**config.mk**
```make
export PLATFORM = sky130hd
export DESIGN_NAME = instr_fetch_unit
export DESIGN_NICKNAME = d
export VERILOG_FILES = /design/src/rtl/instr_fetch_unit_pkg.sv /design/src/rtl/instr_fetch_unit_fetch_fifo.sv /design/src/rtl/instr_fetch_unit.sv
export SDC_FILE = /design/constraint.sdc
export NUM_CORES = 1
export LEC_CHECK = 0
export CORE_UTILIZATION = 32
export CTS_CLUSTER_SIZE = 14
export DETAILED_ROUTE_END_ITERATION = 10
export PLACE_DENSITY = 0.64
export REMOVE_ABC_BUFFERS = 1
export SLEW_MARGIN = 20
export SYNTH_ARGS = -nofsm -noshare
export SYNTH_HDL_FRONTEND = slang
export SYNTH_SLANG_ARGS = --single-unit
export TNS_END_PERCENT = 5
```
**constraint.sdc**
```tcl
create_clock -name clk -period 7.5 [get_ports clk]
set_input_delay 0.75 -clock clk [delete_from_list [all_inputs] [get_ports clk]]
set_output_delay 0.75 -clock clk [all_outputs]
set_load 0.03 [all_outputs]
```
**src/rtl/instr_fetch_unit_pkg.sv**
```systemverilog
// Shared definitions for the instruction fetch unit.
// Contents: data width, reset/NOP defaults, fetch FSM state enum, buffered
// entry layout {pc, instr}.
package instr_fetch_unit_pkg;

    localparam int unsigned XLEN = 32;

    localparam logic [XLEN-1:0] NOP_INSTR_DEF = 32'h0000_0013;  // addi x0,x0,0
    localparam logic [XLEN-1:0] RESET_PC_DEF  = 32'h0000_0000;

    typedef enum logic {
        BOOT  = 1'b0,
        FETCH = 1'b1
    } fetch_state_e;

    typedef struct packed {
        logic [XLEN-1:0] pc;
        logic [XLEN-1:0] instr;
    } fetch_entry_t;

endpackage

```
**src/rtl/instr_fetch_unit_fetch_fifo.sv**
```systemverilog
// Instruction buffer: power-of-2 deep FIFO of {pc, instr} entries.
// Ports: clk, rst_n; i_push/i_data write, i_pop read (ignored when empty),
// i_flush empties the buffer and wins over push; o_head is the oldest entry
// (undefined when empty), o_count the current fill level.
module instr_fetch_unit_fetch_fifo
    import instr_fetch_unit_pkg::*;
#(
    parameter int unsigned DEPTH = 2,
    localparam int unsigned PTR_W = $clog2(DEPTH),
    localparam int unsigned CNT_W = $clog2(DEPTH + 1)
) (
    input  logic               clk,
    input  logic               rst_n,
    input  logic               i_push,
    input  fetch_entry_t       i_data,
    input  logic               i_pop,
    input  logic               i_flush,
    output fetch_entry_t       o_head,
    output logic [CNT_W-1:0]   o_count
);

    fetch_entry_t       r_mem [DEPTH];
    logic [PTR_W-1:0]   r_wr_ptr;
    logic [PTR_W-1:0]   r_rd_ptr;
    logic [CNT_W-1:0]   r_count;
    logic               w_pop;

    assign w_pop   = i_pop & (r_count != '0);
    assign o_head  = r_mem[r_rd_ptr];
    assign o_count = r_count;

    // Storage carries no reset; validity is tracked by r_count alone.
    always_ff @(posedge clk) begin
        if (i_push && !i_flush) begin
            r_mem[r_wr_ptr] <= i_data;
        end
    end

    // Pointers wrap naturally because DEPTH is a power of two.
    always_ff @(posedge clk or negedge rst_n) begin
        if (!rst_n) begin
            r_wr_ptr <= '0;
            r_rd_ptr <= '0;
            r_count  <= '0;
        end else if (i_flush) begin
            r_wr_ptr <= '0;
            r_rd_ptr <= '0;
            r_count  <= '0;
        end else begin
            if (i_push) begin
                r_wr_ptr <= r_wr_ptr + PTR_W'(1);
            end
            if (w_pop) begin
                r_rd_ptr <= r_rd_ptr + PTR_W'(1);
            end
            case ({i_push, w_pop})
                2'b10:   r_count <= r_count + CNT_W'(1);
                2'b01:   r_count <= r_count - CNT_W'(1);
                default: r_count <= r_count;
            endcase
        end
    end

endmodule

```
**src/rtl/instr_fetch_unit.sv**
```systemverilog
// Instruction fetch front end: owns the PC, issues in-order req/gnt/rvalid
// fetches, buffers returned words and hands them to IF/ID with valid/stall.
// Ports: clk, rst_n; i_fetch_en gates new requests; o_imem_req/o_imem_addr,
// i_imem_gnt, i_imem_rvalid/i_imem_rdata memory side; i_redirect_valid/
// i_redirect_pc flush and restart; i_stall holds the output; o_if_valid,
// o_if_instr, o_if_pc to IF/ID.
module instr_fetch_unit
    import instr_fetch_unit_pkg::*;
#(
    parameter logic [XLEN-1:0] RESET_PC   = RESET_PC_DEF,
    parameter int unsigned     FIFO_DEPTH = 2,
    parameter logic [XLEN-1:0] NOP_INSTR  = NOP_INSTR_DEF
) (
    input  logic             clk,
    input  logic             rst_n,
    input  logic             i_fetch_en,
    output logic             o_imem_req,
    output logic [XLEN-1:0]  o_imem_addr,
    input  logic             i_imem_gnt,
    input  logic             i_imem_rvalid,
    input  logic [XLEN-1:0]  i_imem_rdata,
    input  logic             i_redirect_valid,
    input  logic [XLEN-1:0]  i_redirect_pc,
    input  logic             i_stall,
    output logic             o_if_valid,
    output logic [XLEN-1:0]  o_if_instr,
    output logic [XLEN-1:0]  o_if_pc
);

    localparam int unsigned CNT_W = $clog2(FIFO_DEPTH + 1);
    localparam int unsigned SUM_W = CNT_W + 1;

    fetch_state_e       r_state;
    fetch_state_e       w_state_nxt;
    logic [XLEN-1:0]    r_fetch_pc;
    logic [XLEN-1:0]    r_rsp_pc;
    logic [XLEN-1:0]    r_last_pc;
    logic [CNT_W-1:0]   r_outstanding;
    logic [CNT_W-1:0]   r_drop;
    logic [CNT_W-1:0]   w_outstanding_nxt;
    logic [CNT_W-1:0]   w_fifo_count;
    logic [XLEN-1:0]    w_redirect_pc;
    logic               w_credit;
    logic               w_req;
    logic               w_gnt;
    logic               w_rv;
    logic               w_push;
    logic               w_pop;
    logic               w_valid;
    fetch_entry_t       w_head;
    fetch_entry_t       w_push_data;

    // Every in-flight request has a guaranteed FIFO slot, so the buffer never overflows.
    assign w_credit = (SUM_W'(r_outstanding) + SUM_W'(w_fifo_count)) < SUM_W'(FIFO_DEPTH);

    // Fetch FSM next state and request
    always_comb begin
        w_state_nxt = r_state;
        w_req       = 1'b0;
        case (r_state)
            BOOT:    w_state_nxt = FETCH;
            FETCH:   w_req       = i_fetch_en & w_credit;
            default: w_state_nxt = BOOT;
        endcase
    end

    always_ff @(posedge clk or negedge rst_n) begin
        if (!rst_n) begin
            r_state <= BOOT;
        end else begin
            r_state <= w_state_nxt;
        end
    end

    assign w_redirect_pc     = i_redirect_pc & ~XLEN'(3);
    assign w_gnt             = w_req & i_imem_gnt;
    // A response with nothing outstanding is a protocol error and is ignored.
    assign w_rv              = i_imem_rvalid & (r_outstanding != '0);
    assign w_push            = w_rv & (r_drop == '0) & ~i_redirect_valid;
    assign w_valid           = (w_fifo_count != '0);
    assign w_pop             = w_valid & ~i_stall;
    assign w_outstanding_nxt = r_outstanding + CNT_W'(w_gnt) - CNT_W'(w_rv);
    assign w_push_data       = '{pc: r_rsp_pc, instr: i_imem_rdata};

    instr_fetch_unit_fetch_fifo #(
        .DEPTH (FIFO_DEPTH)
    ) u_fifo (
        .clk     (clk),
        .rst_n   (rst_n),
        .i_push  (w_push),
        .i_data  (w_push_data),
        .i_pop   (w_pop),
        .i_flush (i_redirect_valid),
        .o_head  (w_head),
        .o_count (w_fifo_count)
    );

    // PC, credit and drop bookkeeping. Responses are in order and sequential,
    // so the PC of the next kept response is tracked by r_rsp_pc.
    always_ff @(posedge clk or negedge rst_n) begin
        if (!rst_n) begin
            r_fetch_pc    <= RESET_PC;
            r_rsp_pc      <= RESET_PC;
            r_last_pc     <= RESET_PC;
            r_outstanding <= '0;
            r_drop        <= '0;
        end else begin
            r_outstanding <= w_outstanding_nxt;
            if (w_pop) begin
                r_last_pc <= w_head.pc;
            end
            if (i_redirect_valid) begin
                // Everything still owed by memory, incl. this cycle's grant, is stale.
                r_fetch_pc <= w_redirect_pc;
                r_rsp_pc   <= w_redirect_pc;
                r_drop     <= w_outstanding_nxt;
            end else begin
                if (w_gnt) begin
                    r_fetch_pc <= r_fetch_pc + XLEN'(4);
                end
                if (w_push) begin
                    r_rsp_pc <= r_rsp_pc + XLEN'(4);
                end
                if (w_rv && (r_drop != '0)) begin
                    r_drop <= r_drop - CNT_W'(1);
                end
            end
        end
    end

    assign o_imem_req  = w_req;
    assign o_imem_addr = r_fetch_pc;
    assign o_if_valid  = w_valid;
    assign o_if_instr  = w_valid ? w_head.instr : NOP_INSTR;
    assign o_if_pc     = w_valid ? w_head.pc    : r_last_pc;

    rvalid_needs_outstanding: assert property (
        @(posedge clk) disable iff (!rst_n) i_imem_rvalid |-> (r_outstanding != '0));

endmodule

```
==> results.toml, run 1 <==
[run_status]
status = "complete, but fails checks"
violations = "design-rule violations"

[timing]
fin_ws_ns = 3.59
rsz0062_at_grt = "no"
hold_viol_final = 0
tns_ns = 0
fmax_ghz = 0.256
timing.final.crit_share_pct = 52.1
slew_violations = 0
finClkSkew_ns = 0.0276
worst_pin_slew_ns = 1.03
slew_headroom_pct = 31.5
finalCriticalPeriod_ns = 3.91
setup_viol = 0

[setup_path]
crit_arrival_ns = 3.16
rrSetupSlack_ns = 4.01
r2r_cells = 7
crit_fanout = 64
r2r_start = "u_fifo.o_count[0]"
path_class = "reg -> out"
critical_path_required_ns = 6.75
r2r-end = "o_imem_addr[19]"
crit_path_start_kind = "flip-flop"
endpoint_kind = "output port"

[logic_synthesis]
ys_top_cells_by_area = "edfxtp_1, dfrtp_1, mux2i_1"
synth_top_family_by_area = "simple AND/OR/NAND/NOR gates"
synth_mux_area_share_pct = 7.13
synthAdderAreaFrac_pct = 0.817
ys.flop_type = "edfxtp_1"
avgSynthCellArea_sq_um = 11.6
async_flop_share_pct = 44.4
synth.top_cell.area_share_pct = 36.9
synth_xor_area_share_pct = 1.91
synth_compound_area_share_pct = 10.7
synth_edf_count = 124
yosysWarnings = 0
synth_top_area_cell = "edfxtp_1"
synth_seq_cells = 223
yosysSeqAreaShare_pct = 61.4
netlist_area_sq_um = 10100
netlist_instances = 868
synth.distinct_cells = 53
synth_simple_gate_area_share_pct = 15.0

[placement]
dp_slack_ns = 4.03
gp_congestion = 0.839
placed_cell_area_sq_um = 12100
portBuffers = 162
dp_hpwl_microns = 16200

[cts]
htree_num_levels = 1
clk_pin_slew_ns = 0.06
root_buffer = "clkbuf_16"
cts_tree = "built"
clock_sinks = 223
ctsResizeCount = 0
postCtsSetupRepairBufs = 0
clk_latency_ns = 0.54
numCtsBuffers = 25
ctsHoldBuffers = 0
cts_max_path_buffers = 3

[global_route]
use_met2_pct = 23.3
grt_pass1_wl_microns = 40100
met3_usage_pct = 2.94
grt_max_degree = 76
track_usage_pct = 15.5
gr-usage-met1_pct = 22.5
grt-ovfl-total = 0
antenna_found_initial = 0
busiest_layer = "met2"
grt_pass1_vias = 7159

[floorplanning]
fp-row-count = 64
dieArea_sq_um = 32300
start_util_pct = 32.8
coreArea_sq_um = 30800
die_h_microns = 180
fp.dieW_microns = 180
num_io_pins = 169

[drt]
wire_per_inst_microns = 17.6
vias_per_cell = 5.20
ant_nets = 0
via_count = 7431
dr.pass1.iters = 7
wl_microns = 25100
drt_iter0_drc = 488
drc = 14

[power_and_ir_drop]
p_leak_nw = 4.51
power_density_nw_per_um2 = 346
peakVddDrop_mv = 0.157

[finish]
seq_area_sq_um = 6200
final_cell_mix = "clkdlybuf4s50_1, edfxtp_1, dfrtp_1"
multiInputGateArea_sq_um = 3630
num_antenna_cells = 0
stdcell_area_sq_um = 13000
syn_to_final_growth_pct = 28.4
drive_gt1_share_pct = 7.07
nNetsFinal = 1091
n_fill_cell = 2899
layout_commonest_cell = "clkdlybuf4s50_1"

[worst_hold_path]
min_path_type = "in -> async"

[run]
maxCapViolCount = 0
-- how the worst max path moves through the flow --
| stage | startpoint | endpoint | slack (ns) | cells after the start |
|---|---|---|---|---|
| finish | u_fifo.o_count[0] | o_if_pc[15] | 3.59 | 6 |
| CTS | u_fifo.o_count[1] | o_if_pc[15] | 3.50 | 6 |
| global route | u_fifo.o_count[1] | o_if_pc[15] | 3.29 | 6 |
| floorplan | i_imem_rvalid | u_fifo.r_mem[0][0] | 1.68 | 2 |
| detailed placement | i_fetch_en | o_imem_addr[19] | 4.03 | 6 |
| global placement | i_fetch_en | o_imem_addr[18] | 4.06 | 6 |
-- routing by layer --
| layer | vias up | part of all wire (%) |
|---|---|---|
| met4 | 0 | 2.6 |
| met1 | 3564 | 47 |
| met3 | 48 | 7.0 |
| li1 | 3554 | - |
| met2 | 265 | 43 |
| met5 | - | 0 |
-- per-stage QoR --
stage	utilization, %	hold WS, ns	power [mW]	cells
3_3_place_gp	39.2	0.462	3.20	1382
6_report	42.1	0.125	4.49	1429
3_5_place_dp	39.2	0.471	3.23	1382
5_1_grt	42.1	0.137	4.72	1429
4_1_cts	42.0	0.129	4.53	1428
2_1_floorplan	-	0.451	2.57	815
-- final cells by class --
| type | instances | area share [%] |
|---|---|---|
| Tap cell | 396 | 3.82 |
| Multi-Input combinational cell | 575 | 28.0 |
| Inverter | 17 | 0.492 |
| Clock buffer | 29 | 5.02 |
| Clock inverter | 17 | 1.70 |
| Sequential cell | 223 | 47.8 |
| Timing Repair Buffer | 172 | 13.1 |
-- cells in the mapped netlist, drive strengths merged, types with 2 or more instances --
master and count:
mux2i 63, o31a 12, a211oi 10, o21a 7, buf 13, nand2 59, nor4 19, inv 17
clkbuf 43, a21oi 39, ha 5, o31ai 16, o311ai 6, nand4 28, dfrtp 99, or3 10
o21ai 46, conb 2, nor4b 2, nand3 23, xnor2 15, or4 19, nand2b 7, a31oi 25
a31o 2, and2 5, nor2 94, and4 5, mux2 8, edfxtp 124, and3 10, a211o 3
nor3b 4, xor2 7, nor3 10
-- worst max-delay path: stages (launching register included) --
cell and delay [ns]:
dfrtp_1 0.48, nor2_2 0.06, buf_4 0.24, inv_2 0.78
nor2_1 0.09, a21oi_1 0.22, clkdlybuf4s50_1 0.71
-- flip-flops by register name (all words and copies together), names as in the netlist --
register / flops
o_imem_addr: 30
r_drop: 2
r_last_pc: 30
r_outstanding: 2
r_rsp_pc: 30
r_state: 1
u_fifo.o_count: 2
u_fifo.r_mem: 124
u_fifo.r_rd_ptr: 1
u_fifo.r_wr_ptr: 1
-- report_power, final --
| group | leakage, nW | internal, mW | switching, mW |
|---|---|---|---|
| combinational | 1.79 | 0.614 | 0.956 |
| sequential | 2.30 | 1.48 | 0.141 |
| clock | 0.425 | 0.795 | 0.503 |
-- cell families after synthesis --
logic type      Yosys count
simple gates            299
compound gates          172
flops                   223
other cells               2
mux                      71
xor+xnor                 22
buf+inv                  73
fa+ha+maj                 6
Power figures use the tool's default switching activity.
==> run 2: changes to the inputs <==
clock period = 3.8 ns   (was 7.5 ns; I/O delays follow)
==> run 2 against run 1 <==
  * The flow still finishes with violations (design-rule violations)
  * Die area unchanged
  * Total power increased by 99%
  * Design area is 0.68% higher
  * Via count down 0.48%
  * Sequential cell count did not move
  * Worst hold slack improved by 0.33 ns
  * Combinational power grew 100%
  * Clock power increased by 100%
  * Clock skew shrank 0.015 ns
  * Register-to-register slack lost 3.3 ns
  * First-iteration DRC count fell by 8.6%
  * Clock-buffer cell count rose by 4
  * Largest power group unchanged
  * Highest routed layer unchanged
==> results.toml, run 2 (synthesis results as in run 1) <==
[run]
maxCapViolCount = 0

[placement]
dp_hpwl_microns = 16800
portBuffers = 162
gp_congestion = 0.836
dp_slack_ns = 0.735
placed_cell_area_sq_um = 12200

[timing]
setup_viol = 0
hold_viol_final = 0
timing.final.crit_share_pct = 89.5
finClkSkew_ns = 0.0127
rsz0062_at_grt = "no"
fin_ws_ns = 0.398
slew_violations = 0
worst_pin_slew_ns = 0.867
slew_headroom_pct = 42.2
fmax_ghz = 0.294
finalCriticalPeriod_ns = 3.40
fin_hold_ws_ns = 0.455

[floorplanning]
coreArea_sq_um = 30800
num_io_pins = 169
die_h_microns = 180
fp-row-count = 64
fp.dieW_microns = 180
dieArea_sq_um = 32300
start_util_pct = 32.8

[cts]
cts_tree = "built"
clock_sinks = 223
cts_max_path_buffers = 3
clk_pin_slew_ns = 0.06
clk_latency_ns = 0.52
postCtsSetupRepairBufs = 0
htree_num_levels = 1
numCtsBuffers = 25
root_buffer = "clkbuf_16"

[setup_path]
r2r_start = "u_fifo.o_count[0]"
path_cells = "and2_1, fa_1, nor4bb_1, buf_4, clkdlybuf4s50_1"
r2r-end = "r_drop[1]"
crit_slowest_cell = "clkdlybuf4s50_1"
crit_buf_inv = 2
crit_path_start_kind = "flip-flop"
path_class = "reg -> out"
crit_fanout = 8
endpoint_kind = "output port"
critPathTopFamily = "buffers and inverters"
crit_arrival_ns = 3.02
slowest_delay_ns = 0.68
r2r_cells = 10
rrSetupSlack_ns = 0.74
critical_path_required_ns = 3.42

[drt]
wl_microns = 24600
vias_per_cell = 5.15
wire_per_inst_microns = 17.2
via_count = 7395
drc = 14
drt_iter0_drc = 446
dr.pass1.iters = 8
ant_nets = 0

[global_route]
grt_pass1_wl_microns = 39600
track_usage_pct = 15.3
grt_max_degree = 69
grt_pass1_vias = 7174
antenna_found_initial = 0
grt-ovfl-total = 0

[finish]
final_util_pct = 42.4
num_antenna_cells = 0
final_cell_mix = "clkdlybuf4s50_1, edfxtp_1, dfrtp_1"
drive_gt1_share_pct = 7.50
layout_commonest_cell = "clkdlybuf4s50_1"
n_fill_cell = 2899
syn_to_final_growth_pct = 29.3
top_register = "u_fifo.r_mem"
nNetsFinal = 1099
largest_register_ffs = 124
stdcell_area_sq_um = 13100

[run_status]
status = "complete, but fails checks"
violations = "design-rule violations"

[worst_hold_path]
min_from = "i_imem_rdata[22]"
min_to = "u_fifo.r_mem[0][22]"
min_path_cells = 1
min_path_type = "in -> reg"

[power_and_ir_drop]
p_leak_nw = 4.56
power_density_nw_per_um2 = 685
peakVddDrop_mv = 0.304
[run 2: cell types whose count changed in the layout (fill, tap and decap cells not counted), sizes merged]
cell	change
buf	+7
clkbuf	+4
clkinv	-4
bufinv	+1
clkinvlp	-1
dlygate4sd3	+1
inv	-1
[run 2: metal layers]
layer / global-route usage [%] / wire [microns] / vias to the layer above
li1: - / - / 3561
met5: 0 / 0 / -
met3: 3.22 / 1690 / 39
met2: 24.5 / 11200 / 238
met4: 4.07 / 465 / 0
met1: 20.9 / 11300 / 3557
[run 2: power by group]
group | total, mW | internal [mW] | leakage [nW] | switching (mW)
clock network | 2.61 | 1.67 | 0.438 | 0.937
registers | 3.20 | 2.91 | 2.30 | 0.287
logic | 3.14 | 1.24 | 1.82 | 1.90
[run 2: final cells by class]
| cell class | count | area (sq um) | area share, % |
|---|---|---|---|
| tap | 396 | 495 | 3.79 |
| clock buffer | 33 | 686 | 5.25 |
| inverter | 17 | 63.8 | 0.489 |
| timing repair buffer | 180 | 1760 | 13.5 |
| multi-input combinational | 575 | 3630 | 27.8 |
| clock inverter | 12 | 211 | 1.62 |
| sequential | 223 | 6200 | 47.5 |
[run 2: how the worst max path moves through the flow]
| stage | startpoint | end | depth (start not counted) |
|---|---|---|---|
| global route | u_fifo.o_count[0] | o_imem_req | 5 |
| CTS | u_fifo.o_count[0] | o_imem_req | 5 |
| finish | u_fifo.o_count[0] | o_imem_req | 5 |
| floorplan | r_drop[0] | u_fifo.r_mem[0][0] | 4 |
| global placement | u_fifo.o_count[0] | r_drop[1] | 10 |
| detailed placement | u_fifo.o_count[0] | r_drop[1] | 10 |
[run 2: through the flow]
step	power, mW	cells	TNS [ns]
2_1_floorplan	5.07	815	-127.00
5_1_grt	9.43	1436	0
6_report	8.95	1436	0
4_1_cts	9.08	1436	0
3_3_place_gp	6.38	1390	0
3_5_place_dp	6.43	1390	0
[run 2: repair_timing]
action                                  4_1_cts  5_1_grt
endpoints found under the setup margin        0        0
gates resized for setup                       0        0
hold buffers                                  1        0
hold endpoints to repair                     16        0
==> run 3: changes to the inputs <==
CORE_MARGIN = 10   (was unset)
==> run 3 against run 2 <==
  * The flow now finishes without violations
  * Register-to-register slack got worse by 0.03 ns
  * Design area barely moved
  * Sequential power barely moved
  * Sequential share of layout area barely moved
  * Clock power fell by 3%
  * Global-route usage fell by 1.8 points
  * Worst hold slack got worse by 0.015 ns
  * Critical endpoint unchanged
==> results.toml, run 3 (synthesis results as in run 1) <==
[cts]
clock_sinks = 223
clk_pin_slew_ns = 0.06
htree_num_levels = 1
clk_latency_ns = 0.52
postCtsSetupRepairBufs = 0
ctsResizeCount = 0
numCtsBuffers = 26
root_buffer = "clkbuf_16"
cts_tree = "built"
cts_max_path_buffers = 3

[drt]
via_count = 7408
ant_nets = 0
wire_per_inst_microns = 18.8
drc = 0
dr.pass1.iters = 4
wl_microns = 26900
drt_iter0_drc = 481
vias_per_cell = 5.17

[power_and_ir_drop]
p_leak_nw = 4.55
power_density_nw_per_um2 = 683
power_mw = 8.92
peakVddDrop_mv = 0.411

[timing]
worst_pin_slew_ns = 0.988
finClkSkew_ns = 0.00873
fmax_ghz = 0.293
fin_ws_ns = 0.385
setup_viol = 0
tns_ns = 0
fin_hold_ws_ns = 0.440
slew_headroom_pct = 33.6
rsz0062_at_grt = "no"
slew_violations = 0
finalCriticalPeriod_ns = 3.42
hold_viol_final = 0
timing.final.crit_share_pct = 89.9

[setup_path]
crit_fanout = 8
crit_path_start_kind = "flip-flop"
crit_arrival_ns = 3.04
endpoint_kind = "output port"
critical_path_required_ns = 3.42
path_class = "reg -> out"

[placement]
dp_hpwl_microns = 18600
dp_slack_ns = 0.774
portBuffers = 162
placed_cell_area_sq_um = 12200
place_inst = 1385
gp_congestion = 0.852

[global_route]
grt-ovfl-total = 0
grt_max_degree = 77
antenna_found_initial = 0
track_usage_pct = 13.5
grt_pass1_wl_microns = 42200
grt_pass1_vias = 7229

[finish]
final_util_pct = 42.4
multiInputGateArea_sq_um = 3630
num_antenna_cells = 0
seq_area_sq_um = 6200
syn_to_final_growth_pct = 29.3
top_register = "u_fifo.r_mem"
stdcell_area_sq_um = 13100
layout_commonest_cell = "clkdlybuf4s50_1"
final_cell_mix = "clkdlybuf4s50_1, edfxtp_1, dfrtp_1"
largest_register_ffs = 124
final_cells = 1434
nNetsFinal = 1095
n_fill_cell = 2869
drive_gt1_share_pct = 7.32

[floorplanning]
num_io_pins = 169
fp-row-count = 64
fp.dieW_microns = 198
coreArea_sq_um = 30800
dieArea_sq_um = 39100
start_util_pct = 32.8
die_h_microns = 198

[run_status]
status = "finished clean"

[run]
maxCapViolCount = 0

[worst_hold_path]
min_path_type = "in -> reg"
[run 3: cell count changes in the layout (fill, tap and decap cells not counted), sizes merged]
cell and change:
buf -5, bufinv -3, clkbuf +3, clkinv +3
[run 3: what timing repair did]
item	in CTS	in global routing
hold buffers	0	1
setup endpoints to repair	0	0
endpoints found under the hold margin	0	75
[run 3: worst paths after layout]
check                             startpoint             endpoint  slack (ns)  depth (start not counted)
setup / recovery           u_fifo.o_count[0]           o_imem_req        0.38                          5
hold / removal              i_imem_rdata[16]  u_fifo.r_mem[1][16]        0.44                          1
setup reg to reg           u_fifo.o_count[0]      o_imem_addr[12]        0.71                          7
hold reg to reg                r_last_pc[30]        r_last_pc[30]        0.48                          2
max in group asynchronous              rst_n      o_imem_addr[26]        2.49                          3
min in group asynchronous              rst_n     r_outstanding[0]        0.45                          2
[run 3: metal layers]
metal	track usage (%)	wire [microns]	vias up
met3	3.88	2010	39
met5	0	0	-
li1	-	-	3550
met4	3.19	483	0
met2	21.2	12300	213
met1	18.0	12100	3606
[run 3: cell type report]
cell class	count	share of cell area, %
Sequential cell	223	47.5
Timing Repair Buffer	175	13.6
Multi-Input combinational cell	575	27.8
Inverter	17	0.488
Clock buffer	36	5.74
Tap cell	396	3.79
Clock inverter	12	1.04
[run 3: worst max-delay path, cell delays in order (launching register included)]
cell and delay, ns:
dfrtp_1 0.45, and2_1 0.20, fa_1 0.43, nor4bb_1 0.49, buf_4 0.25, clkdlybuf4s50_1 0.68
[run 3: report_power, final]
part	internal [mW]	total, mW	switching, mW
Clock	1.58	2.54	0.962
Sequential	2.91	3.22	0.303
Combinational	1.24	3.17	1.93
==> patch 1, RTL diff (config.mk and constraints of run 2) <==
`FIFO_DEPTH`: 2 -> 8.
--- a/src/rtl/instr_fetch_unit.sv
+++ b/src/rtl/instr_fetch_unit.sv
@@ -8,7 +8,7 @@
     import instr_fetch_unit_pkg::*;
 #(
     parameter logic [XLEN-1:0] RESET_PC   = RESET_PC_DEF,
-    parameter int unsigned     FIFO_DEPTH = 2,
+    parameter int unsigned     FIFO_DEPTH = 8,
     parameter logic [XLEN-1:0] NOP_INSTR  = NOP_INSTR_DEF
 ) (
     input  logic             clk,
Behaviour: not the same (a bounded check fails within 4 cycles, from zero or initial values and one cycle with rst_n low).
==> patch 1 against run 2 <==
- total power up 140%
- wire length up 130%
- sequential cell count up 382
- worst setup slack worse by 0.19 ns
- non-clock buffer count up 20
- design area up 130%
- critical path depth up 1
- area after synthesis up 140%
- critical path type unchanged
- critical endpoint is now o_if_instr[1]
- largest power group unchanged
==> patch 1: results (changes against run 2) <==
status completed (was finished, violations left); vias in the first global route 13800 (was 7174); Reg2Reg Setup Slack 0.70 ns (was 0.74 ns); Pre-antenna DRT Iters 5 (was 8); synth top area cells edfxtp_1, mux4_2, dfrtp_1 (was edfxtp_1, dfrtp_1, mux2i_1); Post-synth EDFFs 496 (was 124); antenna violations before repair 1 (was 0); final instance count without filler cells 2682 (was 1436); Hold EP r_rsp_pc[8]$_DFFE_PN0N_ (was u_fifo.r_mem[0][22]$_DFFE_PP_); Worst Skew 0.0359 ns (was 0.0127 ns); Synth Area in Adders 0.975% (was 0.817%); top cells by count, synth edfxtp_1, mux4_2, dfrtp_1, nor2_1, nand2_1 (was edfxtp_1, dfrtp_1, nor2_1, mux2i_1, nand2_1); hold_sp i_redirect_pc[8] (was i_imem_rdata[22]); Synth Area in Compound Gates 2.84% (was 10.7%); critical-path maximum fanout 44 (was 8); Syn. warnings 0 (unchanged); RePlAce Congestion 0.769 (was 0.836); clk_lat worst skew 0.60 ns (was 0.52 ns); Post-Syn Area per Cell 17.6 um2 (was 11.6 um2); cell depth of the worst flop-to-flop path 13 (was 10); layout cell share with drive strength beyond 1 19.4% (was 7.50%); WP data arrival 3.21 ns (was 3.02 ns); sequential area share after synthesis 71.5% (was 61.4%); hold path cells 3 (was 1); post-synthesis mux area share 15.1% (was 7.13%); TritonCTS Buffers 67 (was 25); Post-Synth XOR/XNOR Area 2.06% (was 1.91%); Cell variety after synth 56 (was 53); detailed-route wire length per cell 20.7 um (was 17.2 um); worst min-delay path class in -> reg (unchanged); Final HPWL DP 32700 um (was 16800 um); largest net degree at the start of global routing 72 (was 69); Vias 13100 (was 7395); Lkg Pwr 9.71 nW (was 4.56 nW); DP Cell Count 2560 (was 1390); Synth async-reset ratio 18.0% (was 44.4%); reg-to-reg startpoint u_fifo.o_count[1]$_DFFE_PN0P_ (was u_fifo.o_count[0]$_DFFE_PN0P_); global-route wire length before repair 83900 um (was 39600 um); Layout fillers 6906 (was 2899); initial DRC count 756 (was 446); worst flop-to-flop path endpoint r_drop[3]$_DFFE_PN0P_ (was r_drop[1]$_DFFE_PN0P_); Overall Global Routing Usage 14.4% (was 15.3%); Largest register FFs 496 (was 124); Final nets 1689 (was 1099); H-tree Lvls 3 (was 1); VDD IR-drop max 0.000547 V (was 0.000304 V); Slew HR 39.1% (was 42.2%)
patch 1: power by group:
part | switching (mW) | internal, mW | total (mW)
sequential | 0.376 | 7.57 | 7.94
clock | 2.53 | 3.79 | 6.32
combinational | 4.22 | 2.94 | 7.16
patch 1: worst max path at each step:
stage	start	to	slack [ns]
6_report	u_fifo.r_rd_ptr[1]$_DFFE_PN0P_	o_if_instr[1]	0.21
5_1_grt	u_fifo.r_rd_ptr[0]$_DFFE_PN0P_	o_if_instr[14]	0.03
4_1_cts	u_fifo.o_count[0]$_DFFE_PN0P_	o_if_pc[31]	0.05
3_5_place_dp	u_fifo.o_count[1]$_DFFE_PN0P_	r_drop[3]$_DFFE_PN0P_	0.72
3_3_place_gp	u_fifo.o_count[1]$_DFFE_PN0P_	r_drop[3]$_DFFE_PN0P_	0.70
2_1_floorplan	r_drop[0]$_DFFE_PN0P_	u_fifo.r_mem[0][0]$_DFFE_PP_	-4.42
patch 1: metrics by stage:
| stage | util, % | worst slack [ns] | setup TNS [ns] | area [um2] | hold slack (ns) |
|---|---|---|---|---|---|
| after floorplan | - | -4.42 | -1460.97 | 24300 | 0.0844 |
| after detailed placement | 36.5 | 0.718 | 0 | 27800 | 0.471 |
| after CTS | 39.3 | 0.0489 | 0 | 29900 | 0.367 |
| final | 39.3 | 0.212 | 0 | 29900 | 0.414 |
| after global routing | 39.3 | 0.0339 | 0 | 29900 | 0.426 |
| after global placement | 36.5 | 0.698 | 0 | 27800 | 0.462 |
patch 1: kinds of logic after synthesis:
group                      count (synthesis)
AOI/OAI and AO/OA                        120
xor gates and xnor gates                  58
adders and majority gates                 18
buffers and inverters                     96
DFF                                      605
muxes                                    214
other                                      2
and+or+nand+nor                          288
patch 1: what timing repair did:
| item | CTS | global route |
|---|---|---|
| hold buffers | 1 | 0 |
| resized for setup | 0 | 2 |
| buffers inserted | 0 | 0 |
| setup endpoints to repair | 0 | 11 |
| endpoints found under the hold margin | 59 | 0 |
patch 1: area by class of cell:
type	count	area [um2]	share of cell area, %
repair buffers	200	2080	6.94
multi-input cells	703	6690	22.4
inverters	23	88.8	0.297
flip-flops and latches	605	17600	58.9
diodes	1	2.50	0.00836
well taps	1030	1290	4.31
clock buffers	85	1820	6.07
clock inverters	35	329	1.10
patch 1: layer usage:
metal  track usage [%]  up-vias  wire length (um)
li1                  -     5891                 -
met1              19.2     6852             24600
met2              23.8      309             27400
met3              2.54       73              2500
met4              4.46        0               993
met5                 0        -                 0
patch 1: worst max-delay path: stages (launching register included):
cell and delay, ns:
dfrtp_4 0.71, buf_12 0.33, buf_4 0.35, mux4_2 0.35
mux2i_1 0.17, nand2_1 0.07, clkdlybuf4s50_1 0.61
==> patch 2, RTL diff (flow settings as in run 2) <==
Without the edit above. Make the reset (`rst_n`) synchronous in 3 clocked blocks.
--- a/src/rtl/instr_fetch_unit_fetch_fifo.sv
+++ b/src/rtl/instr_fetch_unit_fetch_fifo.sv
@@ -37,7 +37,7 @@
     end
 
     // Pointers wrap naturally because DEPTH is a power of two.
-    always_ff @(posedge clk or negedge rst_n) begin
+    always_ff @(posedge clk) begin
         if (!rst_n) begin
             r_wr_ptr <= '0;
             r_rd_ptr <= '0;
--- a/src/rtl/instr_fetch_unit.sv
+++ b/src/rtl/instr_fetch_unit.sv
@@ -64,7 +64,7 @@
         endcase
     end
 
-    always_ff @(posedge clk or negedge rst_n) begin
+    always_ff @(posedge clk) begin
         if (!rst_n) begin
             r_state <= BOOT;
         end else begin
@@ -97,7 +97,7 @@
 
     // PC, credit and drop bookkeeping. Responses are in order and sequential,
     // so the PC of the next kept response is tracked by r_rsp_pc.
-    always_ff @(posedge clk or negedge rst_n) begin
+    always_ff @(posedge clk) begin
         if (!rst_n) begin
             r_fetch_pc    <= RESET_PC;
             r_rsp_pc      <= RESET_PC;
Function: differs if rst_n is asserted again (counterexample within 4 cycles, from zero or initial values and one cycle with rst_n low); with rst_n held inactive, the same outputs for 4 cycles.
==> patch 2 against run 2 <==
- sequential cell count rose by 1
- design area fell by 5.4%
- worst setup slack improved by 0.20 ns
- synthesized cell count fell by 4.1%
- area after synthesis fell by 5.7%
- wire length fell by 4.8%
- first-iteration DRC count fell by 9.0%
- worst hold slack got worse by 0.0037 ns
- maximum frequency rose by 6.1%
- critical path depth fell by 1
- die area fell by 5.6%
- critical path type unchanged
Power is not compared: it rests on default switching activity, and its combinational part moved more than twofold at a synthesized area within 25%.
==> patch 2: results (changes against run 2) <==
Hold EP u_fifo.r_mem[1][9]$_DFFE_PP_ (was u_fifo.r_mem[0][22]$_DFFE_PP_); Final nets 1056 (was 1099); Pre-antenna DRT Iters 4 (was 8); hold_sp i_imem_rdata[9] (was i_imem_rdata[22]); Cell variety after synth 47 (was 53); Slew HR 43.4% (was 42.2%); reg-to-reg startpoint u_fifo.o_count[0]$_SDFFE_PP0P_ (was u_fifo.o_count[0]$_DFFE_PN0P_); status completed (was finished, violations left); Placed Instance Area 11500 um2 (was 12200 um2); final instance count without filler cells 1380 (was 1436); Post-Syn Area per Cell 11.5 um2 (was 11.6 um2); worst flop-to-flop path endpoint o_imem_addr[27]$_SDFFE_PN0P_ (was r_drop[1]$_DFFE_PN0P_); vias in the first global route 6507 (was 7174); synth top area cells edfxtp_1, dfxtp_1, mux2i_1 (was edfxtp_1, dfrtp_1, mux2i_1); wire length on met1 10900 um (was 11300 um); vias per inst 5.13 (was 5.15); Overall Global Routing Usage 15.2% (was 15.3%); detailed-route wire length per cell 17.0 um (was 17.2 um); layout cell share with drive strength beyond 1 6.53% (was 7.50%); Synth async-reset ratio 0% (was 44.4%); Worst Skew 0.0101 ns (was 0.0127 ns); global-route wire length before repair 36500 um (was 39600 um); grt met3 use 3.08% (was 3.22%); cell depth of the worst flop-to-flop path 6 (was 10); slowest stage delay, CP 0.76 ns (was 0.68 ns); initial DRC count 406 (was 446); sequential area share after synthesis 60.1% (was 61.4%); Crit. Startpoint u_fifo.o_count[0]$_SDFFE_PP0P_ (was u_fifo.o_count[0]$_DFFE_PN0P_); met3 wire length 1380 um (was 1690 um); met2 Usage GRT 24.8% (was 24.5%); largest net degree at the start of global routing 63 (was 69)
[patch 2: changes by cell type after synthesis, moves of 7 or more]
cell	before	now
nor4_1	19	5
or3_1	10	20
a211oi_1	10	0
a31oi_1	25	39
o31a_1	12	1
dfrtp_1	99	0
nor2_1	94	69
o211a_1	1	32
nor3_1	10	3
nand3_1	22	14
a21oi_1	39	49
dfxtp_1	0	100
mux2_2	8	0
[patch 2: logic make-up after synthesis]
logic type / Yosys count / synth area share (%)
compound gates: 202 / 13.8
xor+xnor: 22 / 2.02
fa+ha+maj: 7 / 0.998
buf+inv: 73 / 3.32
flops: 224 / 60.1
mux: 63 / 6.62
other cells: 1 / 0.0394
simple gates: 240 / 13.1
[patch 2: cell type report]
class | count | area [um2]
Timing Repair Buffer | 174 | 1720
Inverter | 16 | 60.1
Tap cell | 384 | 480
Fill cell | 2752 | 16700
Multi-Input combinational cell | 538 | 3520
Clock inverter | 11 | 163
Sequential cell | 224 | 5730
Clock buffer | 33 | 676
